===== config.mk =====
export PLATFORM = sky130hd
export DESIGN_NAME = multicycle_controller
export DESIGN_NICKNAME = d
export VERILOG_FILES = /design/src/rtl/mips_ctrl_pkg.sv /design/src/rtl/alu_decoder.sv /design/src/rtl/multicycle_controller.sv
export SDC_FILE = /design/constraint.sdc
export NUM_CORES = 1
export LEC_CHECK = 0
export ABC_CLOCK_PERIOD_IN_PS = 4300
export BUFFER_PORTS_ARGS = -buffer_cell sky130_fd_sc_hd__buf_2
export CORE_ASPECT_RATIO = 0.75
export CORE_UTILIZATION = 35
export CTS_BUF_LIST = sky130_fd_sc_hd__clkbuf_2
export DETAILED_ROUTE_END_ITERATION = 6
export SYNTH_ARGS = -nofsm -noshare
export SYNTH_HDL_FRONTEND = slang
export SYNTH_SLANG_ARGS = --single-unit

===== constraint.sdc =====
create_clock -name clk -period 4.3 [get_ports clk]
set_input_delay 0 -clock clk [delete_from_list [all_inputs] [get_ports clk]]
set_output_delay 0 -clock clk [all_outputs]
set_load 0.05 [all_outputs]

===== src/rtl/mips_ctrl_pkg.sv =====
// rtl/mips_ctrl_pkg.sv - shared state, opcode, funct and select encodings for the multi-cycle controller
package mips_ctrl_pkg;

    typedef enum logic [3:0] {
        FETCH  = 4'd0,
        DECODE = 4'd1,
        MEMADR = 4'd2,
        MEMRD  = 4'd3,
        MEMWB  = 4'd4,
        MEMWR  = 4'd5,
        EXEC   = 4'd6,
        ALUWB  = 4'd7,
        ADDIEX = 4'd8,
        ADDIWB = 4'd9,
        BRANCH = 4'd10,
        JUMP   = 4'd11
    } state_t;

    localparam logic [5:0] OP_RTYPE = 6'b000000;
    localparam logic [5:0] OP_LW    = 6'b100011;
    localparam logic [5:0] OP_SW    = 6'b101011;
    localparam logic [5:0] OP_BEQ   = 6'b000100;
    localparam logic [5:0] OP_ADDI  = 6'b001000;
    localparam logic [5:0] OP_J     = 6'b000010;

    localparam logic [5:0] FN_ADD = 6'b100000;
    localparam logic [5:0] FN_SUB = 6'b100010;
    localparam logic [5:0] FN_AND = 6'b100100;
    localparam logic [5:0] FN_OR  = 6'b100101;
    localparam logic [5:0] FN_SLT = 6'b101010;

    localparam logic [3:0] ALU_AND = 4'b0000;
    localparam logic [3:0] ALU_OR  = 4'b0001;
    localparam logic [3:0] ALU_ADD = 4'b0010;
    localparam logic [3:0] ALU_SUB = 4'b0110;
    localparam logic [3:0] ALU_SLT = 4'b0111;

    localparam logic [1:0] SRCB_RT       = 2'd0;
    localparam logic [1:0] SRCB_FOUR     = 2'd1;
    localparam logic [1:0] SRCB_IMM      = 2'd2;
    localparam logic [1:0] SRCB_IMM_SHL2 = 2'd3;

    localparam logic [1:0] PCSRC_ALU    = 2'd0;
    localparam logic [1:0] PCSRC_ALUOUT = 2'd1;
    localparam logic [1:0] PCSRC_JUMP   = 2'd2;

    // States whose exit edge completes an instruction.
    function automatic logic isRetireState(input state_t s);
        return (s == MEMWB) || (s == MEMWR) || (s == ALUWB) ||
               (s == ADDIWB) || (s == BRANCH) || (s == JUMP);
    endfunction

endpackage


===== src/rtl/alu_decoder.sv =====
// rtl/alu_decoder.sv - R-type funct to ALU operation decode with a supported-funct flag
module alu_decoder
    import mips_ctrl_pkg::*;
(
    input  logic [5:0] funct,
    output logic [3:0] aluOperation,
    output logic       isValid
);

    always_comb begin
        aluOperation = ALU_ADD;
        isValid      = 1'b1;
        case (funct)
            FN_ADD:  aluOperation = ALU_ADD;
            FN_SUB:  aluOperation = ALU_SUB;
            FN_AND:  aluOperation = ALU_AND;
            FN_OR:   aluOperation = ALU_OR;
            FN_SLT:  aluOperation = ALU_SLT;
            default: isValid      = 1'b0;
        endcase
    end

endmodule


===== src/rtl/multicycle_controller.sv =====
// rtl/multicycle_controller.sv - Moore control FSM sequencing the shared multi-cycle MIPS datapath
module multicycle_controller
    import mips_ctrl_pkg::*;
#(
    parameter int CNT_W = 16
)
(
    input  logic             clk,
    input  logic             reset,
    input  logic [5:0]       opcode,
    input  logic [5:0]       funct,
    input  logic             isZero,
    output logic             enablePCWrite,
    output logic             selectIorD,
    output logic             enableMemRead,
    output logic             enableMemWrite,
    output logic             enableIRWrite,
    output logic             selectRegDst,
    output logic             selectMemToReg,
    output logic             enableRegWrite,
    output logic             selectALUSrcA,
    output logic [1:0]       selectALUSrcB,
    output logic [3:0]       ALUOperation,
    output logic [1:0]       selectPCSrc,
    output logic             illegalOp,
    output logic [CNT_W-1:0] retiredCount
);

    state_t     state;
    state_t     nextState;
    logic [3:0] functAluOp;
    logic       functValid;

    alu_decoder uAluDecoder (
        .funct        (funct),
        .aluOperation (functAluOp),
        .isValid      (functValid)
    );

    always_ff @(posedge clk) begin
        if (reset) begin
            state <= FETCH;
        end else begin
            state <= nextState;
        end
    end

    always_ff @(posedge clk) begin
        if (reset) begin
            retiredCount <= '0;
        end else if (isRetireState(state)) begin
            retiredCount <= retiredCount + {{(CNT_W-1){1'b0}}, 1'b1};
        end
    end

    always_comb begin
        nextState = FETCH;
        case (state)
            FETCH:  nextState = DECODE;
            DECODE: begin
                case (opcode)
                    OP_LW, OP_SW: nextState = MEMADR;
                    OP_RTYPE:     nextState = EXEC;
                    OP_ADDI:      nextState = ADDIEX;
                    OP_BEQ:       nextState = BRANCH;
                    OP_J:         nextState = JUMP;
                    default:      nextState = FETCH;
                endcase
            end
            MEMADR: nextState = (opcode == OP_LW) ? MEMRD : MEMWR;
            MEMRD:  nextState = MEMWB;
            EXEC:   nextState = functValid ? ALUWB : FETCH;
            ADDIEX: nextState = ADDIWB;
            default: nextState = FETCH;
        endcase
    end

    always_comb begin
        enablePCWrite  = 1'b0;
        selectIorD     = 1'b0;
        enableMemRead  = 1'b0;
        enableMemWrite = 1'b0;
        enableIRWrite  = 1'b0;
        selectRegDst   = 1'b0;
        selectMemToReg = 1'b0;
        enableRegWrite = 1'b0;
        selectALUSrcA  = 1'b0;
        selectALUSrcB  = SRCB_RT;
        ALUOperation   = ALU_AND;
        selectPCSrc    = PCSRC_ALU;
        illegalOp      = 1'b0;
        case (state)
            FETCH: begin
                enableMemRead = 1'b1;
                enableIRWrite = 1'b1;
                selectALUSrcB = SRCB_FOUR;
                ALUOperation  = ALU_ADD;
                enablePCWrite = 1'b1;
            end
            DECODE: begin
                // Branch target is precomputed here so BRANCH can load it from ALUOut.
                selectALUSrcB = SRCB_IMM_SHL2;
                ALUOperation  = ALU_ADD;
                case (opcode)
                    OP_LW, OP_SW, OP_RTYPE, OP_ADDI, OP_BEQ, OP_J: illegalOp = 1'b0;
                    default:                                      illegalOp = 1'b1;
                endcase
            end
            MEMADR, ADDIEX: begin
                selectALUSrcA = 1'b1;
                selectALUSrcB = SRCB_IMM;
                ALUOperation  = ALU_ADD;
            end
            MEMRD: begin
                enableMemRead = 1'b1;
                selectIorD    = 1'b1;
            end
            MEMWB: begin
                enableRegWrite = 1'b1;
                selectMemToReg = 1'b1;
            end
            MEMWR: begin
                enableMemWrite = 1'b1;
                selectIorD     = 1'b1;
            end
            EXEC: begin
                selectALUSrcA = 1'b1;
                ALUOperation  = functValid ? functAluOp : ALU_ADD;
                illegalOp     = !functValid;
            end
            ALUWB: begin
                enableRegWrite = 1'b1;
                selectRegDst   = 1'b1;
            end
            ADDIWB: begin
                enableRegWrite = 1'b1;
            end
            BRANCH: begin
                selectALUSrcA = 1'b1;
                ALUOperation  = ALU_SUB;
                selectPCSrc   = PCSRC_ALUOUT;
                enablePCWrite = isZero;
            end
            JUMP: begin
                selectPCSrc   = PCSRC_JUMP;
                enablePCWrite = 1'b1;
            end
            default: begin
                enablePCWrite = 1'b0;
            end
        endcase
        // Strobes are suppressed for the whole reset window, whatever the state register holds.
        if (reset) begin
            enablePCWrite  = 1'b0;
            enableMemRead  = 1'b0;
            enableMemWrite = 1'b0;
            enableIRWrite  = 1'b0;
            enableRegWrite = 1'b0;
            illegalOp      = 1'b0;
        end
    end

endmodule


==> results.yml, run 1 <==
worst_setup_path:
  rr_worst_depth: 6
  critPathArrivalTime_ns: 3.10
  crit_type: "reg -> reg"
  r2r_slack_ns: 1.51
  worst_path_most_repeated_cell: "dlygate4sd3_1"
  start_kind: "register"
  slowest_delay_ns: 0.77
  timing.rr.start: "state[0]$_SDFF_PP0_"
  path_cells: "nor2b_1 > nand2_1 > a211o_2 > dlygate4sd3_1 > a31oi_1 > dlygate4sd3_1"
  cp-startpoint: "state[0]$_SDFF_PP0_"
  cp.required_ns: 4.60
  crit_path_top_delay_cell: "dfxtp_1"
  critical_path.max_fanout: 20
  r2r-end: "state[1]$_SDFF_PP0_"
  critPathCaptureType: "register"
sta:
  period_minus_slack_ns: 2.794
  slew-limit-headroom_pct: 43.75
  period_share_pct: 64.98
  slew_viol_final: 0
  rsz0062_at_grt: "no"
  worst_slew_pin_slew_ns: 0.8400
  fin_setup_tns_ns: 0
  finalSetupViolations: 0
  skew_ns: 0.02338
  fmax_mhz: 357.9
  fin_ws_ns: 1.506
  final_hold_viol_count: 0
logic_synthesis:
  synth_edf_count: 0
  synth_area_um2: 1314
  synthMuxAreaShare_pct: 2.286
  synthSimpleGateAreaFrac_pct: 34.29
  netlist_instances: 179
  synth.distinct_cells: 39
  ys_async_sr_fraction_pct: 0
  synth_ff_type: "dfxtp_1"
  synthAdderAreaFrac_pct: 0.9524
  seq_area_frac_synth_pct: 30.48
  avgSynthCellArea_um2: 7.339
  synth_compound_area_share_pct: 22.76
  syn-num-nets: 195
  ys_ff_latch: 20
  synth_warnings: 0
  synth_xor_area_share_pct: 4.667
  synth_top_family_by_area: "simple AND/OR/NAND/NOR gates"
clock_network:
  clock_path_buffers: 2
  clockRootBuffer: "clkbuf_2"
  cts_tree: "yes"
  insertion_delay_ns: 0.33
  cts_resized: 0
  h-tree-depth: 1
  cts_buffers: 3
  cts_sinks: 20
  clk_pin_slew_ns: 0.22
run:
  cap_violations: 0
outcome:
  status: "completed"
min_path:
  min_from: "reset"
  hold_end: "retiredCount[1]$_SDFFE_PP0P_"
  hold_class: "in -> reg"
  holdPathStages: 2
final_layout:
  syn_to_final_growth_pct: 24.95
  final_common_cell: "buf_2"
  n_fill_cell: 373
  layout_common_cells: "47 x buf_2, 20 x dfxtp_1, 18 x nor2_1"
  drive_gt1_share_pct: 25.23
  antennaDiodeCount: 0
  nets: 239
  multi_input_area_um2: 857.1
  seq_area_um2: 400.4
global_routing:
  grt_pass1_vias: 1094
  grt_max_degree: 24
  track_usage_pct: 16.77
  grt_overflow: 0
  grt_antenna_before_repair: 0
  grt_pass1_wl_um: 5175
power:
  vdd_ir_drop_max_mv: 0.1478
  power_density_nw_per_um2: 246.2
  p_leak_nw: 0.6804
  swShare_pct: 28.25
  p_comb_share_pct: 16.7
  power.internal_w: 0.0002900
  power_frac_clock_pct: 35.4
  netSwitchingPower_w: 0.0001142
  seq_power_share_pct: 47.9
floorplanning:
  die_w_um: 72.75
  io_pins: 49
  die_area_um2: 4005
  coreArea_um2: 3423
  dieHeight_um: 55.06
  row_count: 18
  initial_core_util_pct: 38.38
placed_design:
  gp_congestion: 0.8620
  place_hpwl_um: 2486
  port_buffers: 47
  detailedPlace.worstSlack_ns: 2.340
routing:
  first_pass_iters: 6
  vias: 1412
  drtIter0Drc: 87
  route.detailed.drc: 0
  ant_nets: 0
  wl_per_cell_um: 12.37
  drt-total-wl_um: 3365
  viasPerCell: 5.191
-- kinds of logic after synthesis --
group	after synthesis
flip-flops	20
adder cells (fa/ha/maj)	1
AO/OA/AOI/OAI	50
AND/OR/NAND/NOR	83
multiplexers	3
buffers and inverters	14
other	1
XOR/XNOR	7
-- critical path: cells and delay by family, from the launching register on --
family / cells / cell delay [ns]
AO/OA/AOI/OAI: 2 / 0.42
buffers and inverters: 2 / 1.11
flip-flops: 1 / 0.77
AND/OR/NAND/NOR: 2 / 0.47
-- synthesized netlist by cell type (all sizes together) (3+ instances only) --
cell / instances / area, um^2
a21oi: 17 / 85.08
a31oi: 3 / 18.77
and3: 4 / 25.02
clkbuf: 9 / 33.78
dfxtp: 20 / 400.4
inv: 3 / 11.26
mux2i: 3 / 30.03
nand2: 8 / 30.03
nand2b: 9 / 56.30
nand3: 7 / 35.03
nand4: 3 / 18.77
nor2: 18 / 67.56
nor2b: 3 / 18.77
nor3: 7 / 35.03
nor3b: 3 / 22.52
o211ai: 3 / 22.52
o21ai: 15 / 75.07
or3: 16 / 100.1
xnor2: 3 / 26.28
xor2: 4 / 35.03
-- sequential cells by signal, summed over array words and instances (netlist names) --
register,flops
retiredCount,16
state,4
-- routing by layer --
layer  vias up  global-route usage (%)  part of all wire (%)  wire (um)
met4         0                  0.9804                     0          0
met5         -                       0                     0          0
li1        742                       -                     -          -
met1       635                   26.70                    57       1907
met3         0                   4.167                   5.1        173
met2        35                   22.90                    38       1283
-- worst max-delay path by stage --
stage | endpoint | slack (ns) | depth (start not counted)
after floorplan | enableRegWrite | 1.90 | 6
after global placement | retiredCount[14]$_SDFFE_PP0P_ | 2.37 | 4
after detailed placement | retiredCount[8]$_SDFFE_PP0P_ | 2.34 | 4
after CTS | state[1]$_SDFF_PP0_ | 1.53 | 6
after global routing | state[1]$_SDFF_PP0_ | 1.36 | 6
final | state[1]$_SDFF_PP0_ | 1.51 | 6
-- area by class of cell --
| cell class | instances | area share (%) |
|---|---|---|
| clock buffer | 3 | 0.9146 |
| sequential | 20 | 24.39 |
| multi-input combinational | 145 | 52.21 |
| clock inverter | 1 | 1.829 |
| timing repair buffer | 50 | 16.16 |
| inverter | 3 | 0.6860 |
| tap | 50 | 3.811 |
-- repair_timing --
item,CTS,global route
buffers inserted,0,0
hold endpoints to repair,1,0
hold buffers,3,0
-- through the flow --
step           util, %  area [um^2]  hold WS [ns]  total power, W  cells
2_1_floorplan        -         1314        0.2004       0.0002446    179
3_3_place_gp     45.76         1567        0.3767       0.0002637    265
3_5_place_dp     45.76         1567        0.3818       0.0002634    265
4_1_cts          47.95         1642       0.05371       0.0004065    272
5_1_grt          47.95         1642       0.05384       0.0004201    272
6_report         47.95         1642       0.05612       0.0004042    272
-- power groups by stage --
stage               Clock (W)  Sequential, W  Combinational [W]
global placement            0       0.000197          0.0000666
floorplan                   0       0.000193          0.0000515
detailed placement          0       0.000197          0.0000664
CTS                  0.000145       0.000193          0.0000676
global route         0.000152       0.000194          0.0000734
finish               0.000143       0.000193          0.0000677
Note: power is estimated with default switching activity, not from simulation.
==> run 2: changes to the inputs <==
--- a/config.mk
+++ b/config.mk
@@ -5,7 +5,7 @@
 export SDC_FILE = /design/constraint.sdc
 export NUM_CORES = 1
 export LEC_CHECK = 0
-export ABC_CLOCK_PERIOD_IN_PS = 4300
+export ABC_CLOCK_PERIOD_IN_PS = 2900
 export BUFFER_PORTS_ARGS = -buffer_cell sky130_fd_sc_hd__buf_2
 export CORE_ASPECT_RATIO = 0.75
 export CORE_UTILIZATION = 35
==> constraint.sdc (replaced) <==
create_clock -name clk -period 2.9 [get_ports clk]
set_input_delay 0 -clock clk [delete_from_list [all_inputs] [get_ports clk]]
set_output_delay 0 -clock clk [all_outputs]
set_load 0.05 [all_outputs]
==> results.yml, run 2 (synthesis gave the netlist of run 1 again) <==
final_layout:
  top_register: "retiredCount"
  syn_to_final_growth_pct: 22.19
  reg_top3: "retiredCount x16, state x4"
  nets: 238
  layout_common_cells: "47 x buf_2, 20 x dfxtp_1, 18 x nor2_1"
  finalNonFillerCells: 271
  drive_gt1_share_pct: 24.89
  final_common_cell: "buf_2"
  multi_input_area_um2: 857.1
  seq_area_um2: 400.4
  largest_register_ffs: 16
  n_fill_cell: 368
  antennaDiodeCount: 0
min_path:
  holdPathStages: 4
  hold_class: "in -> reg"
sta:
  fin_setup_tns_ns: 0
  period_share_pct: 76.57
  worst_slew_pin_slew_ns: 0.8181
  final_hold_viol_count: 0
  rsz0062_at_grt: "no"
  period_minus_slack_ns: 2.220
  fmax_mhz: 450.4
  skew_ns: 0.01267
  finalSetupViolations: 0
  slew_viol_final: 0
  slew-limit-headroom_pct: 45.22
placed_design:
  dpl.cell_count: 265
  place_hpwl_um: 2425
  gp_congestion: 0.8636
  port_buffers: 47
floorplanning:
  io_pins: 49
  dieHeight_um: 55.06
  initial_core_util_pct: 38.38
  coreArea_um2: 3423
  die_w_um: 72.75
  die_area_um2: 4005
  row_count: 18
clock_network:
  clockRootBuffer: "clkbuf_2"
  clk_pin_slew_ns: 0.20
  cts_tree: "yes"
  clock_path_buffers: 2
  h-tree-depth: 1
  insertion_delay_ns: 0.32
  cts_buffers: 3
  cts_sinks: 20
worst_setup_path:
  rr_worst_depth: 5
  critPathCaptureType: "register"
  cp.required_ns: 3.17
  critPathArrivalTime_ns: 2.49
  critical_path.max_fanout: 20
  crit_type: "reg -> reg"
  start_kind: "register"
routing:
  wl_met3_um: 225
  drtIter0Drc: 80
  wl_per_cell_um: 12.14
  vias: 1412
  drt-total-wl_um: 3291
  ant_nets: 0
  met1_length_um: 1783
  route.detailed.drc: 0
  viasPerCell: 5.210
  wl_met2_um: 1283
  top_layer_used: "met3"
  first_pass_iters: 4
global_routing:
  grt_overflow: 0
  grt_antenna_before_repair: 0
  grt_pass1_vias: 1079
  grt_max_degree: 24
  grt_pass1_wl_um: 4947
  track_usage_pct: 16.08
power:
  p_leak_nw: 0.6609
  power.internal_w: 0.0003405
  swShare_pct: 32.21
  vdd_ir_drop_max_mv: 0.1753
  seq_power_share_pct: 57.1
  power_density_nw_per_um2: 312.9
  p_comb_share_pct: 19.7
  netSwitchingPower_w: 0.0001618
  power_frac_clock_pct: 23.2
run:
  cap_violations: 0
outcome:
  status: "completed"
-- run 2: cell count changes in the layout (fill, tap and decap cells not counted), sizes merged --
cell / change
bufinv: -1
clkinv: +1
dlygate4sd3: -1
-- run 2: through the flow --
step	cell area (um^2)	setup slack [ns]	util (%)	hold slack [ns]	power, W
after floorplan	1314	0.5011	-	0.2004	0.0003627
after global placement	1567	0.9660	45.76	0.3762	0.0003910
after detailed placement	1567	0.9315	45.76	0.3705	0.0003901
after CTS	1605	0.6861	46.89	0.004140	0.0005072
after global routing	1605	0.4917	46.89	0.03307	0.0005320
final	1605	0.6795	46.89	0.03139	0.0005023
-- run 2: worst paths after layout --
path / start / endpoint / slack [ns]
max reg2reg: state[0]$_SDFF_PP0_ / state[1]$_SDFF_PP0_ / 0.68
min: opcode[4] / state[1]$_SDFF_PP0_ / 0.03
max: state[0]$_SDFF_PP0_ / state[1]$_SDFF_PP0_ / 0.68
min reg2reg: retiredCount[15]$_SDFFE_PP0P_ / retiredCount[15]$_SDFFE_PP0P_ / 0.50
-- run 2: repair_timing --
item,CTS,global route
hold buffers,2,0
gates resized for setup,0,0
buffers inserted,0,0
hold endpoints to repair,1,0
-- run 2: final cells by class --
| type | count | area share (%) |
|---|---|---|
| Sequential cell | 20 | 24.94 |
| Multi-Input combinational cell | 145 | 53.39 |
| Clock buffer | 3 | 0.9353 |
| Tap cell | 50 | 3.897 |
| Clock inverter | 1 | 0.2338 |
| Inverter | 3 | 0.7015 |
| Timing Repair Buffer | 49 | 15.90 |
-- run 2: power by group through the flow --
stage,clock [W],sequential [W],combinational (W)
after floorplan,0,0.000286,0.0000764
after global placement,0,0.000292,0.0000989
after detailed placement,0,0.000292,0.0000980
after CTS,0.000121,0.000287,0.0000995
after global routing,0.000136,0.000288,0.000108
final,0.000117,0.000287,0.0000992
-- run 2: worst max-delay path, stage by stage, from the launching register on --
cell and delay [ns]:
dfxtp_1 0.76, nor2b_1 0.35, nand2_1 0.09, a211o_2 0.27, dlygate4sd3_1 0.56, a31oi_1 0.15
-- run 2: metal layers --
layer	vias up	global-route usage [%]
met4	0	0.9804
met1	637	25.03
met3	0	4.348
met5	-	0
met2	35	22.43
li1	740	-
==> run 3: changes to the inputs <==
--- a/config.mk
+++ b/config.mk
@@ -5,7 +5,8 @@
 export SDC_FILE = /design/constraint.sdc
 export NUM_CORES = 1
 export LEC_CHECK = 0
-export ABC_CLOCK_PERIOD_IN_PS = 2900
+export ABC_AREA = 1
+export ABC_CLOCK_PERIOD_IN_PS = 2300
 export BUFFER_PORTS_ARGS = -buffer_cell sky130_fd_sc_hd__buf_2
 export CORE_ASPECT_RATIO = 0.75
 export CORE_UTILIZATION = 35
==> constraint.sdc (replaced) <==
create_clock -name clk -period 2.3 [get_ports clk]
set_input_delay 0 -clock clk [delete_from_list [all_inputs] [get_ports clk]]
set_output_delay 0 -clock clk [all_outputs]
set_load 0.05 [all_outputs]
==> results.yml, run 3 <==
outcome:
  status: "completed"
power:
  power.internal_w: 0.0004259
  vdd_ir_drop_max_mv: 0.1788
  power_density_nw_per_um2: 374.9
  swShare_pct: 34.97
  netSwitchingPower_w: 0.0002290
  p_comb_share_pct: 22.8
  power_frac_clock_pct: 23.3
  seq_power_share_pct: 53.8
  p_leak_nw: 0.7891
logic_synthesis:
  netlist_instances: 252
  ys_ff_latch: 20
  seq_area_frac_synth_pct: 27.61
  syn-num-nets: 268
  synth.area.top_cells: "dfxtp_1 28%, nand2_1 16%, nor2_1 13%"
  avgSynthCellArea_um2: 5.755
  synthTopCellsByCount: "61 x nand2_1, 51 x nor2_1, 34 x inv_1"
  synth.distinct_cells: 25
  synth_area_um2: 1450
  synth_warnings: 0
  synth_edf_count: 0
  synth_ff_type: "dfxtp_1"
  synth_top_area_share_pct: 27.61
  ys_async_sr_fraction_pct: 0
  synth_top_area_cell: "dfxtp_1"
  synth.most_common_cell: "nand2_1"
sta:
  fin_setup_tns_ns: 0
  rsz0062_at_grt: "no"
  period_share_pct: 81.41
  fmax_mhz: 534.1
  skew_ns: 0.01247
  slew_viol_final: 0
  final_hold_viol_count: 0
  period_minus_slack_ns: 1.872
  finalSetupViolations: 0
worst_setup_path:
  crit_type: "reg -> out"
  critPathCaptureType: "primary output"
  start_kind: "register"
  cp.required_ns: 2.30
  critical_path.max_fanout: 5
  critPathArrivalTime_ns: 1.87
final_layout:
  top_register: "retiredCount"
  syn_to_final_growth_pct: 20.45
  antennaDiodeCount: 0
  nets: 316
  largest_register_ffs: 16
  reg_top3: "retiredCount x16, state x4"
  finalNonFillerCells: 351
  drive_gt1_share_pct: 24.08
  final_common_cell: "nand2_1"
  layout_common_cells: "61 x nand2_1, 51 x nor2_1, 47 x buf_2"
routing:
  first_pass_iters: 5
  drtIter0Drc: 140
  drt-total-wl_um: 3727
  route.detailed.drc: 0
  wl_per_cell_um: 10.62
  vias: 1680
  ant_nets: 0
  viasPerCell: 4.786
clock_network:
  clk_pin_slew_ns: 0.21
  cts_setup_buffers: 0
  cts_tree: "yes"
  cts_buffers: 3
  ctsHoldBuffers: 0
  insertion_delay_ns: 0.33
  clockRootBuffer: "clkbuf_2"
  cts_resized: 0
  cts_sinks: 20
  clock_path_buffers: 2
  h-tree-depth: 1
run:
  cap_violations: 0
placed_design:
  port_buffers: 47
  dpl.cell_count: 347
  place_hpwl_um: 2954
  gp_congestion: 0.8779
global_routing:
  grt_max_degree: 16
  grt_pass1_wl_um: 6154
  track_usage_pct: 17.49
  grt_antenna_before_repair: 0
  grt_overflow: 0
  grt_pass1_vias: 1320
floorplanning:
  row_count: 19
  initial_core_util_pct: 38.13
  dieHeight_um: 57.75
  coreArea_um2: 3804
  die_area_um2: 4407
  io_pins: 49
  die_w_um: 76.33
min_path:
  hold_class: "in -> reg"
[run 3: final cells by class]
class	count	area [um^2]
Clock buffer	3	15.01
Clock inverter	1	3.754
Fill cell	435	2057
Inverter	38	142.6
Multi-Input combinational cell	190	884.6
Sequential cell	20	400.4
Tap cell	52	65.06
Timing Repair Buffer	47	235.2
[run 3: final timing paths]
path | startpoint | end | slack, ns | depth (start not counted)
worst min register to register | retiredCount[7]$_SDFFE_PP0P_ | retiredCount[7]$_SDFFE_PP0P_ | 0.50 | 2
worst min-delay path | reset | state[0]$_SDFF_PP0_ | 0.05 | 2
worst max register to register | retiredCount[0]$_SDFFE_PP0P_ | retiredCount[10]$_SDFFE_PP0P_ | 0.82 | 7
worst max-delay path | state[3]$_SDFF_PP0_ | illegalOp | 0.43 | 8
[run 3: layer usage]
layer	track usage (%)	share of wire (%)
met5	0	0
met4	3.297	0.48
met1	28.81	54
met2	22.65	36
met3	3.307	8.9
[run 3: kinds of logic after synthesis]
group / count (synthesis) / share of synthesized area [%]
adder cells (fa/ha/maj): 1 / 0.8627
AND/OR/NAND/NOR: 153 / 46.68
other: 1 / 0.2586
flip-flops: 20 / 27.61
buffers and inverters: 42 / 11.39
AO/OA/AOI/OAI: 35 / 13.20
[run 3: critical path, cell delays in order, from the launching register on]
cell and delay (ns):
dfxtp_1 0.38, nor2_1 0.29, inv_2 0.12, nor2_4 0.16, inv_2 0.06, nor2_1 0.10
nand2_1 0.07, a21oi_2 0.10, buf_2 0.27
[run 3: power by group through the flow]
stage | Sequential, W | Combinational, W | Clock [W]
3_3_place_gp | 0.000359 | 0.000149 | 0
6_report | 0.000353 | 0.000150 | 0.000153
3_5_place_dp | 0.000359 | 0.000149 | 0
2_1_floorplan | 0.000361 | 0.000108 | 0
5_1_grt | 0.000354 | 0.000164 | 0.000176
4_1_cts | 0.000353 | 0.000149 | 0.000157
[run 3: through the flow]
step	worst slack (ns)	total power, W	cell area [um^2]	utilization, %	hold slack (ns)
floorplan	0.1430	0.0004695	1450	-	0.06907
global placement	0.8808	0.0005083	1728	45.43	0.4003
detailed placement	0.8209	0.0005086	1728	45.43	0.3973
CTS	0.4291	0.0006590	1747	45.92	0.03167
global route	0.3203	0.0006929	1747	45.92	0.03185
finish	0.4277	0.0006549	1747	45.92	0.05075
